<file path="config.mk">
export PLATFORM = sky130hd
export DESIGN_NAME = candle_cmd_sequencer
export DESIGN_NICKNAME = d
export VERILOG_FILES = /design/src/rtl/candle_pkg.sv /design/src/rtl/candle_find_pos.sv /design/src/rtl/candle_cmd_sequencer.sv
export SDC_FILE = /design/constraint.sdc
export NUM_CORES = 1
export LEC_CHECK = 0
export ABC_AREA = 0
export BUFFER_PORTS_ARGS = -buffer_cell sky130_fd_sc_hd__buf_2
export CORE_MARGIN = 1.5
export CORE_UTILIZATION = 54
export CTS_BUF_LIST = sky130_fd_sc_hd__clkbuf_8
export DETAILED_ROUTE_END_ITERATION = 10
export PLACE_DENSITY = 0.75
export SYNTH_ARGS = -nofsm -noshare
export SYNTH_HDL_FRONTEND = slang
export SYNTH_SLANG_ARGS = --single-unit
</file>
<file path="constraint.sdc">
create_clock -name sys_clk -period 6.31 [get_ports sys_clk]
set_clock_uncertainty 0.2 [all_clocks]
set_input_delay 1.262 -clock sys_clk [delete_from_list [all_inputs] [get_ports sys_clk]]
set_output_delay 1.262 -clock sys_clk [all_outputs]
set_load 0.03 [all_outputs]
</file>
<file path="src/rtl/candle_pkg.sv">
// Shared constants, FSM state encoding and helpers for the candle command sequencer.
package candle_pkg;

   localparam int unsigned NUM_CANDLES = 8;
   localparam int unsigned POS_W       = 3;
   localparam int unsigned CNT_W       = 4;

   localparam logic OP_LIGHT = 1'b1;
   localparam logic OP_BLOW  = 1'b0;

   typedef enum logic [2:0] {
      ST_IDLE   = 3'd0,
      ST_LIGHT  = 3'd1,
      ST_BLOW   = 3'd2,
      ST_PACE   = 3'd3,
      ST_FINISH = 3'd4
   } state_t;

   // Requests larger than the candle count saturate to the candle count
   function automatic logic [CNT_W-1:0] sat_count(input logic [CNT_W-1:0] cnt);
      return (cnt > CNT_W'(NUM_CANDLES)) ? CNT_W'(NUM_CANDLES) : cnt;
   endfunction

endpackage

</file>
<file path="src/rtl/candle_find_pos.sv">
// Combinational search: lowest unlit and highest lit candle of an 8-bit state vector.
module candle_find_pos
   import candle_pkg::*;
(
   input  logic [NUM_CANDLES-1:0] vec,
   output logic [POS_W-1:0]       low_zero_c,
   output logic                   zero_found_c,
   output logic [POS_W-1:0]       high_one_c,
   output logic                   one_found_c
);

   always_comb begin
      low_zero_c   = '0;
      zero_found_c = 1'b0;
      high_one_c   = '0;
      one_found_c  = 1'b0;
      // Descending scan leaves the lowest zero as the final hit
      for (int i = NUM_CANDLES - 1; i >= 0; i--) begin
         if (!vec[i]) begin
            low_zero_c   = POS_W'(i);
            zero_found_c = 1'b1;
         end
      end
      for (int i = 0; i < NUM_CANDLES; i++) begin
         if (vec[i]) begin
            high_one_c  = POS_W'(i);
            one_found_c = 1'b1;
         end
      end
   end

endmodule

</file>
<file path="src/rtl/candle_cmd_sequencer.sv">
// Turns light/blow requests into per-candle set/clear commands against a shadow of candle state.
// Optional pacing between commands is enabled with macro CANDLE_PACE_EN.
module candle_cmd_sequencer
   import candle_pkg::*;
#(
   parameter int unsigned PACE_CYCLES = 4
) (
   input  logic             sys_clk,
   input  logic             clr_async_n,
   input  logic             req_valid,
   output logic             req_ready,
   input  logic             req_op,
   input  logic [CNT_W-1:0] req_count,
   output logic [POS_W-1:0] pos_to_set,
   output logic             set_enable,
   output logic [POS_W-1:0] pos_to_clear,
   output logic             clear_enable,
   output logic             busy,
   output logic             done,
   output logic [CNT_W-1:0] applied_count
);

`ifdef CANDLE_PACE_EN
   localparam bit PACE_ON = 1'b1;
`else
   localparam bit PACE_ON = 1'b0;
`endif

   state_t                 state_q, state_d;
   logic [NUM_CANDLES-1:0] shadow_q, shadow_d;
   logic [CNT_W-1:0]       rem_q, rem_d;
   logic [CNT_W-1:0]       issued_q, issued_d;
   logic [CNT_W-1:0]       pace_q, pace_d;
   logic                   op_q, op_d;
   logic [CNT_W-1:0]       applied_d;
   logic [POS_W-1:0]       pos_set_d, pos_clr_d;
   logic                   set_en_d, clr_en_d, done_d;

   logic                   want_cmd, cmd_op, eligible;
   logic [CNT_W-1:0]       cmd_rem, base_cnt;
   logic [POS_W-1:0]       low_zero, high_one;
   logic                   zero_found, one_found;

   candle_find_pos u_find (
      .vec          (shadow_q),
      .low_zero_c   (low_zero),
      .zero_found_c (zero_found),
      .high_one_c   (high_one),
      .one_found_c  (one_found)
   );

   // Next state plus next values of every registered output
   always_comb begin
      state_d   = state_q;
      shadow_d  = shadow_q;
      rem_d     = rem_q;
      issued_d  = issued_q;
      pace_d    = pace_q;
      op_d      = op_q;
      applied_d = applied_count;
      pos_set_d = '0;
      pos_clr_d = '0;
      set_en_d  = 1'b0;
      clr_en_d  = 1'b0;
      done_d    = 1'b0;
      want_cmd  = 1'b0;
      cmd_op    = op_q;
      cmd_rem   = rem_q;
      base_cnt  = issued_q;

      unique case (state_q)
         ST_IDLE: begin
            if (req_valid) begin
               want_cmd = 1'b1;
               cmd_op   = req_op;
               cmd_rem  = sat_count(req_count);
               base_cnt = '0;
               op_d     = req_op;
               issued_d = '0;
            end
         end
         ST_LIGHT, ST_BLOW: want_cmd = 1'b1;
         ST_PACE: begin
            if (pace_q == '0) want_cmd = 1'b1;
            else              pace_d   = pace_q - CNT_W'(1);
         end
         ST_FINISH: state_d = ST_IDLE;
         default:   state_d = ST_IDLE;
      endcase

      eligible = (cmd_op == OP_LIGHT) ? zero_found : one_found;

      if (want_cmd) begin
         if ((cmd_rem != '0) && eligible) begin
            if (PACE_ON && (state_q == ST_LIGHT || state_q == ST_BLOW)) begin
               state_d = ST_PACE;
               pace_d  = CNT_W'(PACE_CYCLES - 1);
            end else begin
               rem_d    = cmd_rem - CNT_W'(1);
               issued_d = base_cnt + CNT_W'(1);
               if (cmd_op == OP_LIGHT) begin
                  state_d            = ST_LIGHT;
                  set_en_d           = 1'b1;
                  pos_set_d          = low_zero;
                  shadow_d[low_zero] = 1'b1;
               end else begin
                  state_d            = ST_BLOW;
                  clr_en_d           = 1'b1;
                  pos_clr_d          = high_one;
                  shadow_d[high_one] = 1'b0;
               end
            end
         end else begin
            state_d   = ST_FINISH;
            done_d    = 1'b1;
            applied_d = base_cnt;
            rem_d     = '0;
         end
      end
   end

   always_ff @(posedge sys_clk or negedge clr_async_n) begin
      if (!clr_async_n) begin
         state_q       <= ST_IDLE;
         shadow_q      <= '0;
         rem_q         <= '0;
         issued_q      <= '0;
         pace_q        <= '0;
         op_q          <= OP_BLOW;
         applied_count <= '0;
         pos_to_set    <= '0;
         pos_to_clear  <= '0;
         set_enable    <= 1'b0;
         clear_enable  <= 1'b0;
         done          <= 1'b0;
         busy          <= 1'b0;
         req_ready     <= 1'b1;
      end else begin
         state_q       <= state_d;
         shadow_q      <= shadow_d;
         rem_q         <= rem_d;
         issued_q      <= issued_d;
         pace_q        <= pace_d;
         op_q          <= op_d;
         applied_count <= applied_d;
         pos_to_set    <= pos_set_d;
         pos_to_clear  <= pos_clr_d;
         set_enable    <= set_en_d;
         clear_enable  <= clr_en_d;
         done          <= done_d;
         busy          <= (state_d != ST_IDLE);
         req_ready     <= (state_d == ST_IDLE);
      end
   end

endmodule

</file>
# ---- Word level (Yosys, flattened, before mapping)
# Index checks and enable logic that the tools add are counted.
dict set report word_totals {
  reg_bits 39
  inputBits 8
  elab_cells 111
}
dict set report op_classes {
  add_sub_neg 3
  n_lt_le_gt_ge 5
  n_eq_ne 3
  n_mux 68
  n_bitwise 5
  n_reduce_logical 13
}
# cell n
set op_table {}
lappend op_table {{two-way mux 3 bit} 21}
lappend op_table {{two-way mux 1 bit} 32}
lappend op_table {{two-way mux 4 bit} 8}
lappend op_table {{bitwise AND 8 bit} 1}
lappend op_table {{< comparator 3 x 4 -> 1 bit (second input constant)} 2}
lappend op_table {{two-way mux 8 bit} 1}
lappend op_table {{NOT 8 bit} 1}
lappend op_table {{bitwise OR 8 bit} 1}
lappend op_table {{subtractor 4 x 1 -> 4 bit (second input constant)} 2}
lappend op_table {{demux 1 bit (select 3 bit)} 2}
lappend op_table {{== test 3 x 2 -> 1 bit (second input constant)} 2}
lappend op_table {{>= comparator 3 x 1 -> 1 bit (second input constant)} 2}
lappend op_table {{logical NOT 3 bit} 2}
lappend op_table {{two-way mux 2 bit} 3}
lappend op_table {{AND reduction 2 bit} 3}
lappend op_table {{adder 4 x 1 -> 4 bit (second input constant)} 1}
lappend op_table {{greater-than comparator 4 bit (second input constant)} 1}
lappend op_table {{logical NOT 4 bit} 1}
lappend op_table {{nonzero test 4 bit} 1}
lappend op_table {{OR reduction 4 bit} 1}
lappend op_table {{== test 3 x 1 -> 1 bit (second input constant)} 1}
lappend op_table {{logical AND 1 bit} 3}
lappend op_table {{one-hot mux 1 bit (3 select lines)} 1}
lappend op_table {{nonzero test 3 bit} 1}
lappend op_table {{other kinds (2)} 3}

# ---- Logic depth before layout (Yosys ltp)
# Gate-level depths: netlist of the first run.
dict set report depth {
  ltp_word 14
  ltp_mapped 10
  depth_no_buf 9
}

# ---- By module
# From an unflattened synthesis of the first run, not the netlist that was laid out.
dict set report unflattened {
  hier_cells 197
  area_unflattened_um2 2014.4
}
# mod instances cells_each area_each_um2
set by_module_without_submodules {}
lappend by_module_without_submodules {candle_cmd_sequencer 1 170 1881.8}
lappend by_module_without_submodules {candle_find_pos 1 27 132.6}

# ---- Worst setup path before layout of the first run
# Ideal clock, no wire load.
dict set report synth_timing {
  kind {in2reg}
  from {input port req_valid}
  to {register shadow_q[2]}
  setup_time_ns 0.126
  arrival_ns 3.968
  required_time_ns 5.984
  path_slack_ns 2.016
  cell_stages 10
  path_buffers 1
  path_cell_list {or4b_2 > clkbuf_1 > nor3b_1 > a21oi_1 > ha_1 > nor3b_1 > mux2i_1 > nand4_1 > or3_1 > o32a_1}
}
dict set report synth_between {
  elab_chain_cells 5
  elab_cells_between_ends 11
  cone_classes {8 x mux; 3 x reduce/logical}
}
# item line
set synth_rtl {}
lappend synth_rtl {{from (decl)} candle_cmd_sequencer.sv:10} ;# input logic req_valid,
lappend synth_rtl {{two-way mux 4 bit / two-way mux 1 bit (equally long branches)} candle_cmd_sequencer.sv:73} ;# if (req_valid) begin
lappend synth_rtl {{two-way mux 4 bit / two-way mux 1 bit (equally long branches)} -}
lappend synth_rtl {{nonzero test 4 bit / two-way mux 1 bit (equally long branches)} {candle_cmd_sequencer.sv:94, candle_cmd_sequencer.sv:91}}
lappend synth_rtl {{logical AND 1 bit} candle_cmd_sequencer.sv:94} ;# if ((cmd_rem != '0) && eligible) begin
lappend synth_rtl {{AND reduction 2 bit (no line)} -}
lappend synth_rtl {{to (signal assigned)} candle_cmd_sequencer.sv:140} ;# shadow_q <= shadow_d;
lappend synth_rtl {{to (decl)} candle_cmd_sequencer.sv:30} ;# logic [NUM_CANDLES-1:0] shadow_q, shadow_d;
# Parallel ways exist; a longest one is shown, timed or not.
# A chain may end at the register's enable or synchronous reset.

# ---- Worst setup path in the final report of the first run
# Ends and elaborated chain as after synthesis.

==> impl_metrics.csv, run 1 <==
group,metric,value,unit
worst_setup_path,cp.buffers_inverters,1,
min_path,hold_path.startpoint,"pace_q[3]",
die,ioPinCount,23,
cts,postCtsSetupBuffers,0,
route,antenna_left,0,
timing,timing.setup.tns,0,ns
finish,num_antenna_cells,0,
power,power_density,544,nW/um^2
worst_setup_path,crit_path_max_fanout,11,
power,vdd.ir_drop.worst,0.000243,V
timing,fin_hold_ws,0.306,ns
timing,finalSetupViolations,0,
grt,wire_length_of_the_first_global_routing_pass,6980,microns
synthesis,yosys_warnings,0,
synthesis,postSynth.topFlopCell,"dfrtp_1",
cts,cts_tree,"yes",
worst_setup_path,timing.reg2reg.worst_path_depth,9,
cts,post_cts.resized_instances,0,
cts,cts.sinks,39,
worst_setup_path,cp_common_cell,"nor3b_1",
die,fp-row-count,21,
synthesis,yosysSeqAreaShare,50.7,%
route,remaining_drc_errors,0,
worst_setup_path,kind_of_cell_with_the_highest_combined_delay_on_the_critical_path,"simple AND/OR/NAND/NOR gates",
finish,final_net_count,223,
place,place.port_buffers,22,
grt,first_global_vias,1606,
timing,layout_setup_ws,1.82,ns
outcome,result_of_the_run,"finished, final reports clean",
synthesis,number_of_synthesized_flops_with_an_enable_pin,0,
place,dpl-instance-area,2090,sq um
place,place.gp.congestion,0.947,
grt,antenna_found_initial,0,
place,hpwl,2930,microns
finish,fin_area,2170,sq um
worst_setup_path,slowest_delay,0.74,ns
route,drt-vias-per-instance,6.13,
timing,fmaxAchievable,223,MHz
power,post-layout-total-power,0.00118,W
die,initial_core_util,56.8,%
worst_setup_path,critPathLaunchType,"input pin",
finish,layout_common_cells,"dfrtp_1 (38), nand2_1 (22), buf_2 (22), nor2_1 (13), inv_1 (9)",
route,drtIter0Drc,98,
min_path,worst_min_delay_path_endpoint,"pace_q[3]",
synthesis,mappedNetlistNets,196,
finish,area_growth,12.6,%
min_path,hold_path_depth,1,
finish,drive_gt1_share,19.4,%
worst_setup_path,r2r_slack,2.33,ns
timing,min_period_over_period,71.1,%
worst_setup_path,cp.arrival,4.46,ns
worst_setup_path,end_kind,"register",
timing,relSlewSlack,44.0,%
cts,cts_hold_buffers,0,
worst_setup_path,reg2reg_from,"state_q[0]",
grt,largest_net_degree_at_the_start_of_global_routing,40,
die,fp.dieW,62.7,microns
route,detail_route.wl_per_cell,15.8,microns
timing,finalHoldViolCount,0,
synthesis,synthesis.area,1930,sq um
power,total_leakage_power,1.04,nW
die,floorplan.core_area,3390,sq um
die,floorplan.die.height,62.7,microns
cts,cts-root-to-sink-buffers,2,
cts,numCtsBuffers,5,
cts,clock_network_latency_to_the_later_pin_of_the_worst_skew_pair,0.29,ns
timing,worstMarginPinSlew,0.841,ns
worst_setup_path,timing_worst_setup_path_type,"input pin to register",
timing,unrepaired_setup_endpoints_after_global_routing,"false",
synthesis,synth.avg_cell_area,10.5,sq um
route,detailroute.via_count,1575,
timing,finalWorstPathRequiredPeriod,4.49,ns
synthesis,post_synth_inst_count,183,
flow_run,drv_cap,0,
synthesis,synth-async-reset-ratio,100,%
worst_setup_path,crit_path_top_delay_cell,"or4b_2",
place,dp_slack,1.58,ns
grt,grt-ovfl-total,0,
finish,most_common_cell_after_layout_fill_and_taps_aside,"dfrtp_1",
worst_setup_path,regToRegEndpoint,"shadow_q[2]",
min_path,timing.hold.worst.class,"register to register",
worst_setup_path,path_cells,"buf_2 > or4b_2 > nor3b_1 > a21oi_1 > ha_1 > nor3b_1 > mux2i_1 > nand4_1 > or3_1 > o32a_1",
die,dieArea,3940,sq um
synthesis,synth-seq-cells,39,
worst_setup_path,cp_data_required_time,6.29,ns
route,finalWirelength,4070,microns
grt,globalRouteTotalUtil,22.6,%
timing,maxSlewViolCount,0,
synthesis,synth.distinct_cells,47,
cts,worst_setup_hold_path_clk_slew,0.07,ns
cts,root_buffer,"clkbuf_8",
cts,cts_htree_levels,2,
route,detail_route.first_pass.iterations,4,
[where the power goes]
group | switching [W] | leakage [nW] | internal (W)
Sequential | 0.0000804 | 0.494 | 0.000346
Clock | 0.0000855 | 0.0477 | 0.0000756
Combinational | 0.000375 | 0.497 | 0.000217
Total | 0.000541 | 1.04 | 0.000639
[Yosys cell counts (all sizes together), types with 2 or more instances]
library cell	n	area [sq um]
nand2b	2	12.5
and2	3	18.8
dfrtp	38	951
nor4	4	25.0
ha	5	62.6
o31ai	4	30.0
or4	2	15.0
nor3b	5	37.5
inv	9	33.8
or3	3	18.8
a21oi	8	51.3
nor2	13	48.8
mux2	5	67.6
nand4	5	31.3
nor4b	2	32.5
xor2	2	17.5
a22o	4	35.0
nand2	22	82.6
a31oi	3	18.8
nand3	2	10.0
a21o	3	22.5
and3	3	18.8
xnor2	2	17.5
nor3	5	25.0
mux2i	5	53.8
o21ai	6	30.0
nor2b	3	18.8
[registers in the layout, indices dropped and copies added (netlist names)]
signal / cells
shadow_q: 8
applied_count: 4
issued_q: 4
pace_q: 4
rem_q: 4
pos_to_clear: 3
pos_to_set: 3
state_q: 3
busy: 1
clear_enable: 1
done: 1
op_q: 1
req_ready: 1
set_enable: 1
[stage by stage]
step / utilization, % / cells
6_report: 64.0 / 257
4_1_cts: 64.0 / 257
3_5_place_dp: 61.5 / 249
5_1_grt: 64.0 / 257
2_1_floorplan: - / 183
3_3_place_gp: 61.5 / 249
[area by class of cell]
class / instances / area (sq um)
Clock buffer: 5 / 68.8
Clock inverter: 3 / 15.0
Fill cell: 275 / 1220
Inverter: 9 / 33.8
Multi-Input combinational cell: 133 / 907
Sequential cell: 39 / 977
Tap cell: 46 / 57.6
Timing Repair Buffer: 22 / 110
[routing by layer]
layer	vias to the layer above	global-route usage [%]	share of wire (%)	wire (microns)
met5	-	0	0	0
li1	718	-	-	-
met1	773	27.9	41	1680
met3	21	3.60	4.7	193
met4	0	16.1	4.2	170
met2	63	36.2	50	2020
[kinds of logic after synthesis]
family,count (synthesis),share of synthesized area [%]
simple gates,77,21.9
mux,10,6.30
xor+xnor,4,1.82
compound gates,37,13.8
flops,39,50.7
buf+inv,11,2.21
fa+ha+maj,5,3.25
[how the worst max path moves through the flow]
stage | startpoint | end | slack, ns | cells past startpoint
after global placement | req_valid | shadow_q[2] | 1.79 | 10
after global routing | req_valid | shadow_q[2] | 1.63 | 10
final | req_valid | shadow_q[2] | 1.82 | 10
after CTS | req_valid | shadow_q[2] | 1.87 | 10
after detailed placement | req_valid | shadow_q[2] | 1.58 | 10
after floorplan | req_valid | shadow_q[2] | 2.02 | 10
Power figures use the tool's default switching activity.
==> run 2, diff against run 1 <==
clock period = 4.5 ns   (was 6.31 ns; I/O delays follow)
==> run 2 against run 1 <==
First-iteration DRC count down 12%. Worst hold slack lost 0.0076 ns. Non-clock buffer count increased by 2. Setup slack got worse by 0.98 ns. Sequential power grew 39%. Critical path depth is the same. Final cell count grew 0.78%. Power increased by 47%. Design area grew 2.0%. Flip-flop and latch count is the same. Clock power is 84% higher. Highest routed layer unchanged. Clock-buffer cell count did not move.
==> impl_metrics.csv, run 2 (same netlist as run 1, synthesis figures left out) <==
group,metric,value,unit
worst_setup_path,crit_path_top_delay_cell,"or4b_2",
route,remaining_drc_errors,0,
finish,drive_gt1_share,20.2,%
worst_setup_path,end_kind,"register",
cts,cts.sinks,39,
die,dieArea,3940,sq um
finish,most_common_cell_after_layout_fill_and_taps_aside,"dfrtp_1",
cts,cts_hold_buffers,0,
route,finalWirelength,3940,microns
cts,postCtsSetupBuffers,0,
finish,utilization,65.3,%
place,place.gp.congestion,0.876,
worst_setup_path,cp.arrival,3.64,ns
die,initial_core_util,56.8,%
worst_setup_path,slowest_delay,0.74,ns
cts,clock_network_latency_to_the_later_pin_of_the_worst_skew_pair,0.30,ns
worst_setup_path,crit_path_max_fanout,11,
finish,largest_reg_flops,8,
timing,finalSetupViolations,0,
worst_setup_path,cp_data_required_time,4.48,ns
timing,relSlewSlack,44.2,%
die,floorplan.core_area,3390,sq um
grt,globalRouteTotalUtil,22.8,%
grt,largest_net_degree_at_the_start_of_global_routing,40,
power,power_density,783,nW/um^2
cts,post_cts.resized_instances,0,
min_path,hold_path_depth,1,
cts,cts-root-to-sink-buffers,2,
grt,wire_length_of_the_first_global_routing_pass,7120,microns
route,detail_route.first_pass.iterations,4,
die,ioPinCount,23,
power,total_leakage_power,1.06,nW
finish,final_net_count,225,
worst_setup_path,cp_common_cell,"nor3b_1",
flow_run,drv_cap,0,
route,detail_route.wl_per_cell,15.2,microns
route,detailroute.via_count,1534,
die,fp-row-count,21,
cts,worst_setup_hold_path_clk_slew,0.08,ns
worst_setup_path,regToRegEndpoint,"issued_q[1]",
worst_setup_path,path_cells,"buf_2 > or4b_2 > nor3b_1 > a21oi_1 > ha_1 > nor3b_1 > mux2i_1 > nand2_1 > nor2_1 > mux2_1",
grt,grt-ovfl-total,0,
die,fp.dieW,62.7,microns
timing,unrepaired_setup_endpoints_after_global_routing,"false",
die,floorplan.die.height,62.7,microns
place,dpl.cell_count,251,
cts,cts_htree_levels,2,
worst_setup_path,r2r_slack,0.99,ns
finish,area_growth,14.9,%
cts,root_buffer,"clkbuf_8",
cts,numCtsBuffers,5,
grt,antenna_found_initial,0,
timing,finalWorstPathRequiredPeriod,3.66,ns
worst_setup_path,timing_worst_setup_path_type,"input pin to register",
route,antenna_left,0,
route,drtIter0Drc,86,
finish,largest-register,"shadow_q",
min_path,hold_path.startpoint,"pace_q[3]",
timing,maxSlewViolCount,0,
place,hpwl,2830,microns
timing,finalHoldViolCount,0,
min_path,timing.hold.worst.class,"register to register",
outcome,result_of_the_run,"finished, final reports clean",
place,place.port_buffers,22,
timing,fmaxAchievable,273,MHz
timing,worstMarginPinSlew,0.836,ns
min_path,worst_min_delay_path_endpoint,"pace_q[3]",
finish,stdcell_count,259,
worst_setup_path,reg2reg_from,"state_q[0]",
cts,cts_tree,"yes",
finish,layout_common_cells,"dfrtp_1 (38), nand2_1 (22), buf_2 (22), nor2_1 (13), inv_1 (9)",
worst_setup_path,critPathLaunchType,"input pin",
route,drt-vias-per-instance,5.92,
timing,min_period_over_period,81.3,%
finish,num_antenna_cells,0,
timing,timing.setup.tns,0,ns
power,vdd.ir_drop.worst,0.000374,V
worst_setup_path,timing.reg2reg.worst_path_depth,9,
grt,first_global_vias,1558,
-- run 2: cell types whose count changed in the layout (fill, tap and decap cells not counted) --
cell | before | now
clkinv_4 | 0 | 1
clkinv_2 | 3 | 1
buf_4 | 0 | 2
bufinv_16 | 0 | 1
-- run 2: report_power, final --
group / switching, W / internal (W)
combinational: 0.000522 / 0.000322
sequential: 0.000108 / 0.000485
clock: 0.000131 / 0.000165
total: 0.000761 / 0.000971
-- run 2: worst max path at each step --
stage          startpoint       endpoint  slack, ns
2_1_floorplan   req_valid    shadow_q[2]       0.57
3_3_place_gp    req_valid    shadow_q[1]       0.66
3_5_place_dp    req_valid    shadow_q[1]       0.54
4_1_cts         req_valid    issued_q[1]       0.85
5_1_grt         req_valid  pos_to_set[1]       0.65
6_report        req_valid    issued_q[1]       0.84
-- run 2: stage by stage --
step                instance area, sq um  setup slack, ns  total power (W)  hold WS [ns]
CTS                                 2210            0.852          0.00173         0.304
floorplan                           1930            0.568          0.00120         0.265
global placement                    2100            0.658          0.00140         0.288
global route                        2210            0.645          0.00186         0.329
finish                              2210            0.843          0.00173         0.299
detailed placement                  2100            0.544          0.00143         0.289
-- run 2: worst max-delay path, delay by kind of cell --
family          cells  cell delay (ns)
simple gates        5             1.72
mux                 2             0.57
fa+ha+maj           1             0.23
buf+inv             1             0.11
compound gates      1             0.10
-- run 2: routing by layer --
layer  global-route usage [%]  vias up  share of wire, %
li1                         -      725                 -
met1                     28.9      759                43
met2                     38.0       39                51
met3                     4.14       11               3.7
met4                     10.8        0               2.2
met5                        0        -                 0
-- run 2: area by class of cell --
type                       count  area, sq um
multi-input combinational    133          907
inverter                       9         33.8
clock buffer                   5         68.8
sequential                    39          977
timing repair buffer          24          125
fill                         280         1180
clock inverter                 3         43.8
tap                           46         57.6
